File: src/rtl/l1_cache_pkg.sv
// Shared L1 data cache encodings: command codes, L2 message codes, MESI states and the
// command-arbiter FSM states, plus per-source command legality helpers.
package l1_cache_pkg;

    localparam int unsigned L1_CMD_W = 3;

    typedef enum logic [L1_CMD_W-1:0] {
        CmdRead          = 3'd0,
        CmdWrite         = 3'd1,
        CmdInvalidate    = 3'd2,
        CmdClear         = 3'd3,
        CmdL2DataRequest = 3'd4
    } l1_cmd_e;

    typedef enum logic [1:0] {
        L2MsgGetLine        = 2'd0,
        L2MsgSendLine       = 2'd1,
        L2MsgInvalidateLine = 2'd2,
        L2MsgEvictLine      = 2'd3
    } l2_msg_e;

    typedef enum logic [1:0] {
        MesiInvalid   = 2'd0,
        MesiShared    = 2'd1,
        MesiExclusive = 2'd2,
        MesiModified  = 2'd3
    } mesi_e;

    typedef enum logic [1:0] {
        StIdle,
        StIssue,
        StWaitAck,
        StWaitDone
    } arb_state_e;

    function automatic logic is_cpu_cmd(logic [L1_CMD_W-1:0] c);
        return (c == CmdRead) || (c == CmdWrite) || (c == CmdClear);
    endfunction

    function automatic logic is_snp_cmd(logic [L1_CMD_W-1:0] c);
        return (c == CmdInvalidate) || (c == CmdL2DataRequest);
    endfunction

endpackage

File: src/rtl/l1_cmd_arbiter_if.sv
// Requester and cache handshake bundle for the L1 command arbiter.
// slave = arbiter side, master = requesters plus cache side.
interface l1_cmd_arbiter_if #(
    parameter int unsigned ADDR_W = 60,
    parameter int unsigned CMD_W  = 3
);
    logic              cpu_valid;
    logic              cpu_ready;
    logic [CMD_W-1:0]  cpu_cmd;
    logic [ADDR_W-1:0] cpu_addr;
    logic              snp_valid;
    logic              snp_ready;
    logic [CMD_W-1:0]  snp_cmd;
    logic [ADDR_W-1:0] snp_addr;
    logic              cache_write;
    logic [CMD_W-1:0]  cache_command;
    logic [ADDR_W-1:0] cache_address;
    logic              cache_processing;

    modport slave (
        input  cpu_valid, cpu_cmd, cpu_addr,
        output cpu_ready,
        input  snp_valid, snp_cmd, snp_addr,
        output snp_ready,
        output cache_write, cache_command, cache_address,
        input  cache_processing
    );

    modport master (
        output cpu_valid, cpu_cmd, cpu_addr,
        input  cpu_ready,
        output snp_valid, snp_cmd, snp_addr,
        input  snp_ready,
        input  cache_write, cache_command, cache_address,
        output cache_processing
    );

endinterface

File: src/rtl/l1_cmd_fifo.sv
// Synchronous FIFO with full/empty flags; a push is ignored while full even if a pop
// happens in the same cycle.
module l1_cmd_fifo #(
    parameter int unsigned WIDTH = 63,
    parameter int unsigned DEPTH = 4
) (
    input  logic             clk,
    input  logic             rst,
    input  logic             push,
    input  logic [WIDTH-1:0] din,
    output logic             full,
    input  logic             pop,
    output logic [WIDTH-1:0] dout,
    output logic             empty
);
    localparam int unsigned PTR_W = (DEPTH > 1) ? $clog2(DEPTH) : 1;

    logic [WIDTH-1:0] mem [DEPTH];
    logic [PTR_W-1:0] wr_ptr_q, rd_ptr_q;
    logic [PTR_W:0]   count_q;
    logic             do_push, do_pop;

    assign full    = (count_q == (PTR_W + 1)'(DEPTH));
    assign empty   = (count_q == '0);
    assign do_push = push && !full;
    assign do_pop  = pop && !empty;
    assign dout    = mem[rd_ptr_q];

    always_ff @(posedge clk) begin
        if (do_push) begin
            mem[wr_ptr_q] <= din;
        end
    end

    always_ff @(posedge clk) begin
        if (rst) begin
            wr_ptr_q <= '0;
            rd_ptr_q <= '0;
            count_q  <= '0;
        end else begin
            if (do_push) wr_ptr_q <= wr_ptr_q + 1'b1;
            if (do_pop)  rd_ptr_q <= rd_ptr_q + 1'b1;
            case ({do_push, do_pop})
                2'b10:   count_q <= count_q + 1'b1;
                2'b01:   count_q <= count_q - 1'b1;
                default: count_q <= count_q;
            endcase
        end
    end

endmodule

File: src/rtl/l1_cmd_arbiter.sv
// L1 data cache command front-end: buffers CPU and snoop requests, arbitrates with snoop
// priority bounded by a CPU anti-starvation limit, and drives the cache handshake.
module l1_cmd_arbiter
    import l1_cache_pkg::*;
#(
    parameter int unsigned ADDR_W       = 60,
    parameter int unsigned CMD_W        = 3,
    parameter int unsigned FIFO_DEPTH   = 4,
    parameter int unsigned STARVE_LIMIT = 4,
    parameter int unsigned ACK_TIMEOUT  = 8,
    parameter int unsigned CNT_W        = 32
) (
    input  logic             clk,
    input  logic             rst,
    l1_cmd_arbiter_if.slave  bus,
    output logic             busy,
    output logic             grant_src,
    output logic [CNT_W-1:0] cpu_issued,
    output logic [CNT_W-1:0] snp_issued,
    output logic [CNT_W-1:0] dropped,
    output logic             timeout_err
);
    localparam int unsigned ENTRY_W  = CMD_W + ADDR_W;
    localparam int unsigned STARVE_W = $clog2(STARVE_LIMIT + 1);
    localparam int unsigned TMO_W    = $clog2(ACK_TIMEOUT) + 1;

    logic               cpu_full, cpu_empty, snp_full, snp_empty;
    logic               cpu_pop, snp_pop;
    logic [ENTRY_W-1:0] cpu_head, snp_head;

    arb_state_e         state_q;
    logic               write_q, grant_src_q, timeout_q;
    logic [CMD_W-1:0]   cmd_q;
    logic [ADDR_W-1:0]  addr_q;
    logic [CNT_W-1:0]   cpu_cnt_q, snp_cnt_q, drop_cnt_q;
    logic [STARVE_W-1:0] starve_q;
    logic [TMO_W-1:0]   tmo_q;

    logic               can_pick, pick_snp, head_legal;
    logic [CMD_W-1:0]   head_cmd;
    logic [ADDR_W-1:0]  head_addr;

    l1_cmd_fifo #(.WIDTH(ENTRY_W), .DEPTH(FIFO_DEPTH)) u_cpu_fifo (
        .clk   (clk),
        .rst   (rst),
        .push  (bus.cpu_valid),
        .din   ({bus.cpu_cmd, bus.cpu_addr}),
        .full  (cpu_full),
        .pop   (cpu_pop),
        .dout  (cpu_head),
        .empty (cpu_empty)
    );

    l1_cmd_fifo #(.WIDTH(ENTRY_W), .DEPTH(FIFO_DEPTH)) u_snp_fifo (
        .clk   (clk),
        .rst   (rst),
        .push  (bus.snp_valid),
        .din   ({bus.snp_cmd, bus.snp_addr}),
        .full  (snp_full),
        .pop   (snp_pop),
        .dout  (snp_head),
        .empty (snp_empty)
    );

    assign bus.cpu_ready     = !cpu_full;
    assign bus.snp_ready     = !snp_full;
    assign bus.cache_write   = write_q;
    assign bus.cache_command = cmd_q;
    assign bus.cache_address = addr_q;
    assign busy              = (state_q != StIdle);
    assign grant_src         = grant_src_q;
    assign cpu_issued        = cpu_cnt_q;
    assign snp_issued        = snp_cnt_q;
    assign dropped           = drop_cnt_q;
    assign timeout_err       = timeout_q;

    // Illegal heads are popped here too, so the winner is popped whenever IDLE picks.
    always_comb begin
        pick_snp   = !snp_empty && (cpu_empty || (starve_q < STARVE_W'(STARVE_LIMIT)));
        can_pick   = (state_q == StIdle) && !bus.cache_processing && !(cpu_empty && snp_empty);
        head_cmd   = pick_snp ? snp_head[ENTRY_W-1 -: CMD_W] : cpu_head[ENTRY_W-1 -: CMD_W];
        head_addr  = pick_snp ? snp_head[ADDR_W-1:0] : cpu_head[ADDR_W-1:0];
        head_legal = pick_snp ? is_snp_cmd(head_cmd) : is_cpu_cmd(head_cmd);
        cpu_pop    = can_pick && !pick_snp;
        snp_pop    = can_pick && pick_snp;
    end

    always_ff @(posedge clk) begin
        if (rst) begin
            state_q     <= StIdle;
            write_q     <= 1'b0;
            grant_src_q <= 1'b0;
            timeout_q   <= 1'b0;
            cmd_q       <= '0;
            addr_q      <= '0;
            cpu_cnt_q   <= '0;
            snp_cnt_q   <= '0;
            drop_cnt_q  <= '0;
            starve_q    <= '0;
            tmo_q       <= '0;
        end else begin
            unique case (state_q)
                StIdle: begin
                    if (can_pick) begin
                        if (head_legal) begin
                            cmd_q       <= head_cmd;
                            addr_q      <= head_addr;
                            grant_src_q <= pick_snp;
                            write_q     <= 1'b1;
                            state_q     <= StIssue;
                        end else begin
                            drop_cnt_q <= drop_cnt_q + 1'b1;
                        end
                    end
                end
                StIssue: begin
                    write_q <= 1'b0;
                    tmo_q   <= '0;
                    if (grant_src_q) snp_cnt_q <= snp_cnt_q + 1'b1;
                    else             cpu_cnt_q <= cpu_cnt_q + 1'b1;
                    state_q <= StWaitAck;
                end
                StWaitAck: begin
                    if (bus.cache_processing) begin
                        state_q <= StWaitDone;
                    end else if (tmo_q == TMO_W'(ACK_TIMEOUT - 1)) begin
                        timeout_q <= 1'b1;
                        state_q   <= StIdle;
                    end else begin
                        tmo_q <= tmo_q + 1'b1;
                    end
                end
                StWaitDone: begin
                    if (!bus.cache_processing) state_q <= StIdle;
                end
                default: state_q <= StIdle;
            endcase

            if (can_pick && head_legal && pick_snp && !cpu_empty) begin
                if (starve_q != STARVE_W'(STARVE_LIMIT)) starve_q <= starve_q + 1'b1;
            end else if (cpu_empty || (can_pick && head_legal && !pick_snp)) begin
                starve_q <= '0;
            end
        end
    end

endmodule

File: src/flat_wrapper.sv
// flat-port wrapper written by rule: the top's interface ports become plain ports
module l1_cmd_arbiter_flat import l1_cache_pkg::*;
#(
    parameter int unsigned ADDR_W       = 60,
    parameter int unsigned CMD_W        = 3,
    parameter int unsigned FIFO_DEPTH   = 4,
    parameter int unsigned STARVE_LIMIT = 4,
    parameter int unsigned ACK_TIMEOUT  = 8,
    parameter int unsigned CNT_W        = 32
)
  (clk, rst, busy, grant_src, cpu_issued, snp_issued, dropped, timeout_err, bus_cpu_valid, bus_cpu_cmd, bus_cpu_addr, bus_cpu_ready, bus_snp_valid, bus_snp_cmd, bus_snp_addr, bus_snp_ready, bus_cache_write, bus_cache_command, bus_cache_address, bus_cache_processing);
  l1_cmd_arbiter_if #(.ADDR_W(ADDR_W), .CMD_W(CMD_W)) bus_i ();
  input  logic clk;
  input  logic rst;
  output logic busy;
  output logic grant_src;
  output logic [CNT_W-1:0] cpu_issued;
  output logic [CNT_W-1:0] snp_issued;
  output logic [CNT_W-1:0] dropped;
  output logic timeout_err;
  input wire logic [$bits(bus_i.cpu_valid)-1:0] bus_cpu_valid;
  input wire logic [$bits(bus_i.cpu_cmd)-1:0] bus_cpu_cmd;
  input wire logic [$bits(bus_i.cpu_addr)-1:0] bus_cpu_addr;
  output wire logic [$bits(bus_i.cpu_ready)-1:0] bus_cpu_ready;
  input wire logic [$bits(bus_i.snp_valid)-1:0] bus_snp_valid;
  input wire logic [$bits(bus_i.snp_cmd)-1:0] bus_snp_cmd;
  input wire logic [$bits(bus_i.snp_addr)-1:0] bus_snp_addr;
  output wire logic [$bits(bus_i.snp_ready)-1:0] bus_snp_ready;
  output wire logic [$bits(bus_i.cache_write)-1:0] bus_cache_write;
  output wire logic [$bits(bus_i.cache_command)-1:0] bus_cache_command;
  output wire logic [$bits(bus_i.cache_address)-1:0] bus_cache_address;
  input wire logic [$bits(bus_i.cache_processing)-1:0] bus_cache_processing;
  assign bus_i.cpu_valid = bus_cpu_valid;
  assign bus_i.cpu_cmd = bus_cpu_cmd;
  assign bus_i.cpu_addr = bus_cpu_addr;
  assign bus_cpu_ready = bus_i.cpu_ready;
  assign bus_i.snp_valid = bus_snp_valid;
  assign bus_i.snp_cmd = bus_snp_cmd;
  assign bus_i.snp_addr = bus_snp_addr;
  assign bus_snp_ready = bus_i.snp_ready;
  assign bus_cache_write = bus_i.cache_write;
  assign bus_cache_command = bus_i.cache_command;
  assign bus_cache_address = bus_i.cache_address;
  assign bus_i.cache_processing = bus_cache_processing;
  l1_cmd_arbiter #(.ADDR_W(ADDR_W), .CMD_W(CMD_W), .FIFO_DEPTH(FIFO_DEPTH), .STARVE_LIMIT(STARVE_LIMIT), .ACK_TIMEOUT(ACK_TIMEOUT), .CNT_W(CNT_W)) u_core (.clk(clk), .rst(rst), .bus(bus_i), .busy(busy), .grant_src(grant_src), .cpu_issued(cpu_issued), .snp_issued(snp_issued), .dropped(dropped), .timeout_err(timeout_err));
endmodule
File: config.mk
export PLATFORM = sky130hd
export DESIGN_NAME = l1_cmd_arbiter_flat
export DESIGN_NICKNAME = d
export VERILOG_FILES = /design/src/rtl/l1_cache_pkg.sv /design/src/rtl/l1_cmd_arbiter_if.sv /design/src/rtl/l1_cmd_fifo.sv /design/src/rtl/l1_cmd_arbiter.sv /design/src/flat_wrapper.sv
export SDC_FILE = /design/constraint.sdc
export NUM_CORES = 1
export LEC_CHECK = 0
export ABC_AREA = 1
export CAP_MARGIN = 10
export CORE_UTILIZATION = 30
export DETAILED_ROUTE_END_ITERATION = 10
export GPL_TIMING_DRIVEN = 1
export PLACE_DENSITY = 0.48
export RECOVER_POWER = 100
export SLEW_MARGIN = 20
export SYNTH_ARGS = -nofsm -noshare
export SYNTH_HDL_FRONTEND = slang
export SYNTH_SLANG_ARGS = --single-unit
export TNS_END_PERCENT = 30
File: constraint.sdc
create_clock -name clk -period 4.2 [get_ports clk]
set_clock_uncertainty 0.2 [all_clocks]
set_input_delay 0.63 -clock clk [delete_from_list [all_inputs] [get_ports clk]]
set_output_delay 0.63 -clock clk [all_outputs]
set_load 0.05 [all_outputs]
Yosys cells after proc, flatten, opt, wreduce, memory -nomap -nowiden
Memory sizes are Yosys's and may differ from the RTL's. A register that Yosys moved wholly into a read port is not among the register bits. Cells that the tools add are included.

Output and inout port bits: 165. Memories: 2. Bits in latches: 0. Memory bits (writable): 504. Flip-flop bits (word level): 185. ROM bits: 0. Bits of input ports: 131. Logic and storage cells: 131.

Memories: u_core.u_cpu_fifo.mem (depth 4, bits a word 63, rd ports 1, clocked after memory_dff 1, wr ports 1, line l1_cmd_fifo.sv:18) `logic [WIDTH-1:0] mem [DEPTH];`; u_core.u_snp_fifo.mem (depth 4, bits a word 63, rd ports 1, clocked after memory_dff 1, wr ports 1, line l1_cmd_fifo.sv:18).

Multiplexer cells: 28. Reductions and logical operators: 45. Divide/modulo/power cells: 0. Bitwise logic cells: 3. Multiply operators: 0. $add $sub $neg: 13. Shift operators: 0. Magnitude comparators: 1. Eq/ne operators: 22.

Operator list (number): 32-bit by 1-bit adder with 32-bit output, second input constant (3); 60-bit 2-to-1 mux (1); 2-bit 2-to-1 mux (9); 3-bit AND reduction (5); 1-bit logical AND (14); 3-bit 2-to-1 mux (4); 3-bit one-hot mux with 2 select lines (2); 2-bit nonzero test (6); 3-bit by 1-bit adder with 3-bit output, second input constant (3); 3-bit equality test, second input constant (3); 3-bit zero test (3); 2-bit by 1-bit adder with 2-bit output, second input constant (4); 2-bit equality test, second input constant (4); 4-bit 2-to-1 mux (2); 2-bit inequality test, second input constant (4); 2-bit one-hot mux with 4 select lines (1); 4-bit one-hot mux with 2 select lines (1); 1-bit zero test (7); 1-bit 2-to-1 mux (7); 2-bit by 1-bit equality test with 1-bit output, second input constant (3); 3-bit by 2-bit equality test with 1-bit output, second input constant (2); 2-bit AND reduction (3); 3-bit by 1-bit subtractor with 3-bit output, second input constant (2); 1-bit logical OR (5); other kinds (11) (14).

Longest topological paths before layout
Word-level depth: 13. Depth in mapped cells: 16. Gate-level depth less buffers: 14.

Cells and area by module
From an unflattened synthesis, not the netlist that was laid out.

Cell total of the unflattened synthesis: 2790. Area total of the unflattened synthesis: 29427.0 um^2.

By module, submodules not included: l1_cmd_fifo (cells each 679, sequential area each 7747.4 um^2, times used 2, area an instance 10173.5 um^2); l1_cmd_arbiter (cells each 1432, sequential area each 3423.3 um^2, times used 1, area an instance 9080.0 um^2).

Worst setup path after synthesis
No wires, ideal clock.

Path kind: register -> register. Start: register u_core.u_snp_fifo.count_q[1]. End: memory u_core.u_snp_fifo.mem[0][0], enable pin. Path slack: -264 ps. Path buffers: 0. Cell stages (with the launch flop): 5. Setup time: 485 ps. Arrival time: 3780 ps. Clock period less this slack: 4464 ps. Required time: 3515 ps. Cells stage by stage: dfxtp_1 -> inv_1 -> nand3_1 -> nand2_1 -> nor2_1.

Word-level cells in the longest chain between the ends: 5.

Ends and longest elaborated chain: from (decl) (line l1_cmd_fifo.sv:20) `logic [PTR_W:0] count_q;`; from (signal assigned) (line l1_cmd_fifo.sv:44) `2'b10: count_q <= count_q + 1'b1;`; from (signal assigned) (line l1_cmd_fifo.sv:45) `2'b01: count_q <= count_q - 1'b1;`; from (signal assigned) (line l1_cmd_fifo.sv:46) `default: count_q <= count_q;`; 3-bit equality test (line l1_cmd_fifo.sv:23) `assign full = (count_q == (PTR_W + 1)'(DEPTH));`; 1-bit zero test; via bus_snp_ready (line flat_wrapper.sv:28) `output wire logic [$bits(bus_i.snp_ready)-1:0] bus_snp_ready;`; 1-bit logical AND (line l1_cmd_fifo.sv:25) `assign do_push = push && !full;`; 1-bit 2-to-1 mux (line l1_cmd_fifo.sv:30) `if (do_push) begin`; 1-bit 2-to-1 mux (not written as such) (line l1_cmd_fifo.sv:31) `mem[wr_ptr_q] <= din;`; to (decl) (line l1_cmd_fifo.sv:18).

The timed path passes the listed nets, and every way through them passes these cells.

Worst setup path after layout
Start: register u_core.u_cpu_fifo.count_q[1]. End: register u_core.addr_q[28], in the netlist u_core.bus.cache_address[28].

Word-level cells in the longest chain between the ends: 9. Elaborated cells between the ends (all ways): 18. Those cells by class: eq/ne: 4; mux: 3; reduce/logical: 11.

Ends and longest elaborated chain: from (decl) (line l1_cmd_fifo.sv:20); from (signal assigned) (line l1_cmd_fifo.sv:44); from (signal assigned) (line l1_cmd_fifo.sv:45); from (signal assigned) (line l1_cmd_fifo.sv:46); 3-bit zero test * (line l1_cmd_fifo.sv:24) `assign empty = (count_q == '0);`; 1-bit logical OR (line l1_cmd_arbiter.sv:79) `pick_snp = !snp_empty && (cpu_empty || (starve_q < STARVE_W'(STARVE_LIMIT)));`; 1-bit logical AND (line l1_cmd_arbiter.sv:79); 3-bit 2-to-1 mux (line l1_cmd_arbiter.sv:81) `head_cmd = pick_snp ? snp_head[ENTRY_W-1 -: CMD_W] : cpu_head[ENTRY_W-1 -: CMD_W];`; 3-bit by 1-bit equality test with 1-bit output or 3-bit zero test (tied branches) (line l1_cache_pkg.sv:37) `return (c == CmdRead) || (c == CmdWrite) || (c == CmdClear);`; 1-bit logical OR (2 in series) (line l1_cache_pkg.sv:37); 1-bit 2-to-1 mux (line l1_cmd_arbiter.sv:83) `head_legal = pick_snp ? is_snp_cmd(head_cmd) : is_cpu_cmd(head_cmd);`; 3-bit AND reduction (no source line); to (signal assigned) (line l1_cmd_arbiter.sv:107) `addr_q <= head_addr;`; to (decl) (line l1_cmd_arbiter.sv:34) `logic [ADDR_W-1:0] addr_q;`.

Every way passes the cells marked *; elsewhere a longest branch is shown, timed or not. A chain may end at the register's enable or synchronous reset.

==> impl_metrics.env <==
export IMPL_setup_viol_count_final=0
export IMPL_p_total_mw=22.3
export IMPL_max_freq_ghz=0.281
export IMPL_worst_slew_pin_slew_ps=3030
export IMPL_vias_per_cell=4.86
export IMPL_maxSlewViolCount=245
export IMPL_pwr_share_seq_pct=38.1
export IMPL_first_iter_violations=1336
export IMPL_dieArea_um2=95300
export IMPL_overflow=0
export IMPL_critPathCaptureType="flip-flop"
export IMPL_multi_input_area_um2=8090
export IMPL_routed_wl_mm=87.0
export IMPL_timing_critical_path_fanout_max=42
export IMPL_synth_area_leaders="edfxtp_1 54%, dfxtp_1 13%, nand2_1 6.1%"
export IMPL_crit_type="flip-flop to flip-flop"
export IMPL_start_kind="flip-flop"
export IMPL_post_cts_buffers=0
export IMPL_wl_per_cell_um=20.4
export IMPL_port_buffers=295
export IMPL_worstRegToRegCells=14
export IMPL_outcome="complete, but fails checks"
export IMPL_place_gp_congestion=0.864
export IMPL_power_frac_clock_pct=32.1
export IMPL_hpwl_mm=55.5
export IMPL_cts_inserted_buffers=80
export IMPL_comb_power_share_pct=29.8
export IMPL_antenna_found_initial=50
export IMPL_area_growth_pct=24.8
export IMPL_synth_cell_types=40
export IMPL_place_ws_ps=932
export IMPL_grt_max_degree=85
export IMPL_fin_cells=4271
export IMPL_hold_path_class="primary input to flip-flop"
export IMPL_p_sw_share_pct=37.1
export IMPL_fin_crit_sh_pct=84.7
export IMPL_grt_pass1_wl_mm=130
export IMPL_violations="max-capacitance violations, max-slew violations"
export IMPL_rsz0062_at_grt="no"
export IMPL_dp_cells=4108
export IMPL_syn_area_per_cell_um2=10.6
export IMPL_ios=296
export IMPL_cts_path_max_buffers=3
export IMPL_synth_edf_count=504
export IMPL_die_w_um=309
export IMPL_synth_area_um2=28200
export IMPL_grt_pass1_vias=20678
export IMPL_vias=20774
export IMPL_crit_arrival_ps=3740
export IMPL_tritoncts="yes"
export IMPL_postCtsHoldBufs=0
export IMPL_cts_root_buf="clkbuf_16"
export IMPL_start_util_pct=30.2
export IMPL_endpoint="u_core.bus.cache_address[28]$_SDFFE_PP0P_"
export IMPL_clkLatencyLatePin_ps=650
export IMPL_ir_drop_mv=0.469
export IMPL_dr_pass1_iters=5
export IMPL_postCtsResizedCells=0
export IMPL_yosysWarnings=0
export IMPL_synth_top_area_cell="edfxtp_1"
export IMPL_syn_inst=2658
export IMPL_r2r_slack_ps=640
export IMPL_fp_coreArea_um2=93300
export IMPL_period_needed_ps=3560
export IMPL_clk_pin_slew_ps=60
export IMPL_p_sw_mw=8.28
export IMPL_cts_sinks=693
export IMPL_remaining_drc_errors=0
export IMPL_ant_nets=0
export IMPL_synthArstFlopShare_pct=0
export IMPL_drive_gt1_share_pct=6.43
export IMPL_holdWs_ps=135
export IMPL_p_int_mw=14.0
export IMPL_hold_viol=0
export IMPL_seq_area_um2=18900
export IMPL_grt_usage_pct=18.1
export IMPL_reg2reg_from="u_core.u_cpu_fifo.count_q[1]$_SDFFE_PP0P_"
export IMPL_synth_main_ff_cell="edfxtp_1"
export IMPL_slew_headroom_pct=-102
export IMPL_rows=112
export IMPL_postLayoutSetupSlackWorst_ps=641
export IMPL_max_cap_violations=7
export IMPL_leakagePower_nw=12.6
export IMPL_crit_start="u_core.u_cpu_fifo.count_q[1]$_SDFFE_PP0P_"
export IMPL_ys_ff_latch=693
export IMPL_netlist_area_leader_share_pct=53.6
export IMPL_layout_nets=3085
export IMPL_die_height_um=309
export IMPL_syn_num_nets=2807
export IMPL_yosysSeqAreaShare_pct=67.0
export IMPL_nFillCells=9133
export IMPL_crit_required_ps=4380
export IMPL_cts_htree_levels=3
export IMPL_r2r_end="u_core.bus.cache_address[28]$_SDFFE_PP0P_"
export IMPL_finalSetupTns_ps=0
export IMPL_power_density_nw_per_um2=633
[per-stage QoR]
step | cell area [um2] | util (%)
CTS | 35500 | 38.0
floorplan | 28200 | -
global placement | 32700 | 35.1
global route | 35200 | 37.7
detailed placement | 32700 | 35.1
finish | 35200 | 37.7
[critical path, cell delays in order (launching register included)]
cell,delay (ps)
dfxtp_1,360
nor2_1,70
nand2_1,190
nand2_1,130
nand2_4,390
clkinv_4,170
nand2_1,130
nand2_2,80
nand2_1,120
nand4_1,220
nand2_4,360
nand2_4,330
buf_12,280
nand2_1,110
a21oi_1,60
[Yosys cell counts, types with 7 or more instances]
cell type,count
a21oi_1,143
a21oi_2,10
buf_1,11
buf_2,19
buf_6,11
clkbuf_1,99
dfxtp_1,189
edfxtp_1,504
ha_1,16
inv_1,129
nand2_1,461
nand2_2,17
nand3_1,102
nand4_1,35
nor2_1,353
nor2_2,7
nor3_1,52
nor4_1,10
o21ai_0,280
o22ai_1,120
xnor2_1,13
xor2_1,35
[power groups by stage]
| stage | combinational [mW] | sequential (mW) | clock (mW) |
|---|---|---|---|
| after global placement | 6.89 | 8.62 | 0 |
| final | 6.64 | 8.50 | 7.16 |
| after floorplan | 3.91 | 9.20 | 0 |
| after CTS | 7.01 | 8.50 | 7.35 |
| after global routing | 7.31 | 8.58 | 7.61 |
| after detailed placement | 6.98 | 8.64 | 0 |
[cells in the final DEF (no fill, tap or decap), types with 4 or more instances in the layout]
cell / n
edfxtp_1: 504
nand2_1: 470
nor2_1: 358
dlygate4sd3_1: 291
o21ai_0: 281
dfxtp_1: 185
a21oi_1: 147
inv_1: 128
o22ai_1: 120
nand3_1: 102
clkbuf_16: 86
nor3_1: 53
nand4_1: 36
xor2_1: 35
clkbuf_1: 32
buf_4: 21
ha_1: 16
diode_2: 15
xnor2_1: 13
nor4_1: 10
clkinv_2: 10
clkbuf_8: 9
nand2_2: 8
buf_12: 8
nor3b_1: 6
o21a_1: 6
a21oi_2: 6
clkbuf_2: 6
nand2_4: 5
bufinv_16: 5
clkinv_1: 4
[flip-flops by register name, summed over array words and instances (netlist names), named ones only]
| register | flops |
|---|---|
| u_core.bus.cache_address | 60 |
| u_core.bus.cache_command | 3 |
| u_core.bus.cache_write | 1 |
| u_core.cpu_issued | 32 |
| u_core.dropped | 32 |
| u_core.grant_src | 1 |
| u_core.snp_issued | 32 |
| u_core.starve_q | 3 |
| u_core.state_q | 2 |
| u_core.timeout_err | 1 |
| u_core.tmo_q | 4 |
| u_core.u_cpu_fifo.count_q | 3 |
| u_core.u_cpu_fifo.mem | 252 |
| u_core.u_cpu_fifo.rd_ptr_q | 2 |
| u_core.u_cpu_fifo.wr_ptr_q | 2 |
| u_core.u_snp_fifo.count_q | 3 |
| u_core.u_snp_fifo.mem | 252 |
| u_core.u_snp_fifo.rd_ptr_q | 2 |
| u_core.u_snp_fifo.wr_ptr_q | 2 |
[kinds of logic after synthesis]
family	after synthesis	synth area share (%)
xor gates and xnor gates	48	1.49
buffers and inverters	278	4.10
adders and majority gates	18	0.851
DFF	693	67.0
AOI/OAI and AO/OA	567	10.8
and+or+nand+nor	1054	15.7
[routing by layer]
metal | wire length [um] | up-vias | global-route usage (%)
li1 | - | 9870 | -
met1 | 36900 | 10090 | 22.7
met2 | 41600 | 589 | 30.8
met3 | 6020 | 191 | 4.71
met4 | 2270 | 34 | 4.93
met5 | 229 | - | 0
[area by class of cell]
| type | instances | share of cell area (%) |
|---|---|---|
| inverters | 137 | 1.49 |
| clock buffers | 120 | 6.73 |
| diodes | 15 | 0.107 |
| well taps | 1254 | 4.46 |
| repair buffers | 337 | 9.45 |
| flip-flops and latches | 693 | 53.7 |
| multi-input cells | 1687 | 23.0 |
| clock inverters | 28 | 1.04 |
[how the worst min path moves through the flow]
stage                                              start                                         to  slack, ps  depth (start not counted)
2_1_floorplan  u_core.u_snp_fifo.count_q[0]$_SDFFE_PP0P_  u_core.u_snp_fifo.count_q[0]$_SDFFE_PP0P_        220                          1
3_3_place_gp   u_core.u_snp_fifo.count_q[0]$_SDFFE_PP0P_  u_core.u_snp_fifo.count_q[0]$_SDFFE_PP0P_        230                          1
3_5_place_dp   u_core.bus.cache_address[31]$_SDFFE_PP0P_  u_core.bus.cache_address[31]$_SDFFE_PP0P_        250                          2
4_1_cts                                              rst         u_core.cpu_issued[17]$_SDFFE_PP0P_        100                          2
5_1_grt                                              rst         u_core.cpu_issued[20]$_SDFFE_PP0P_        110                          2
6_report                                             rst         u_core.cpu_issued[20]$_SDFFE_PP0P_        130                          2
No activity file was read; power rests on OpenSTA's default activity.
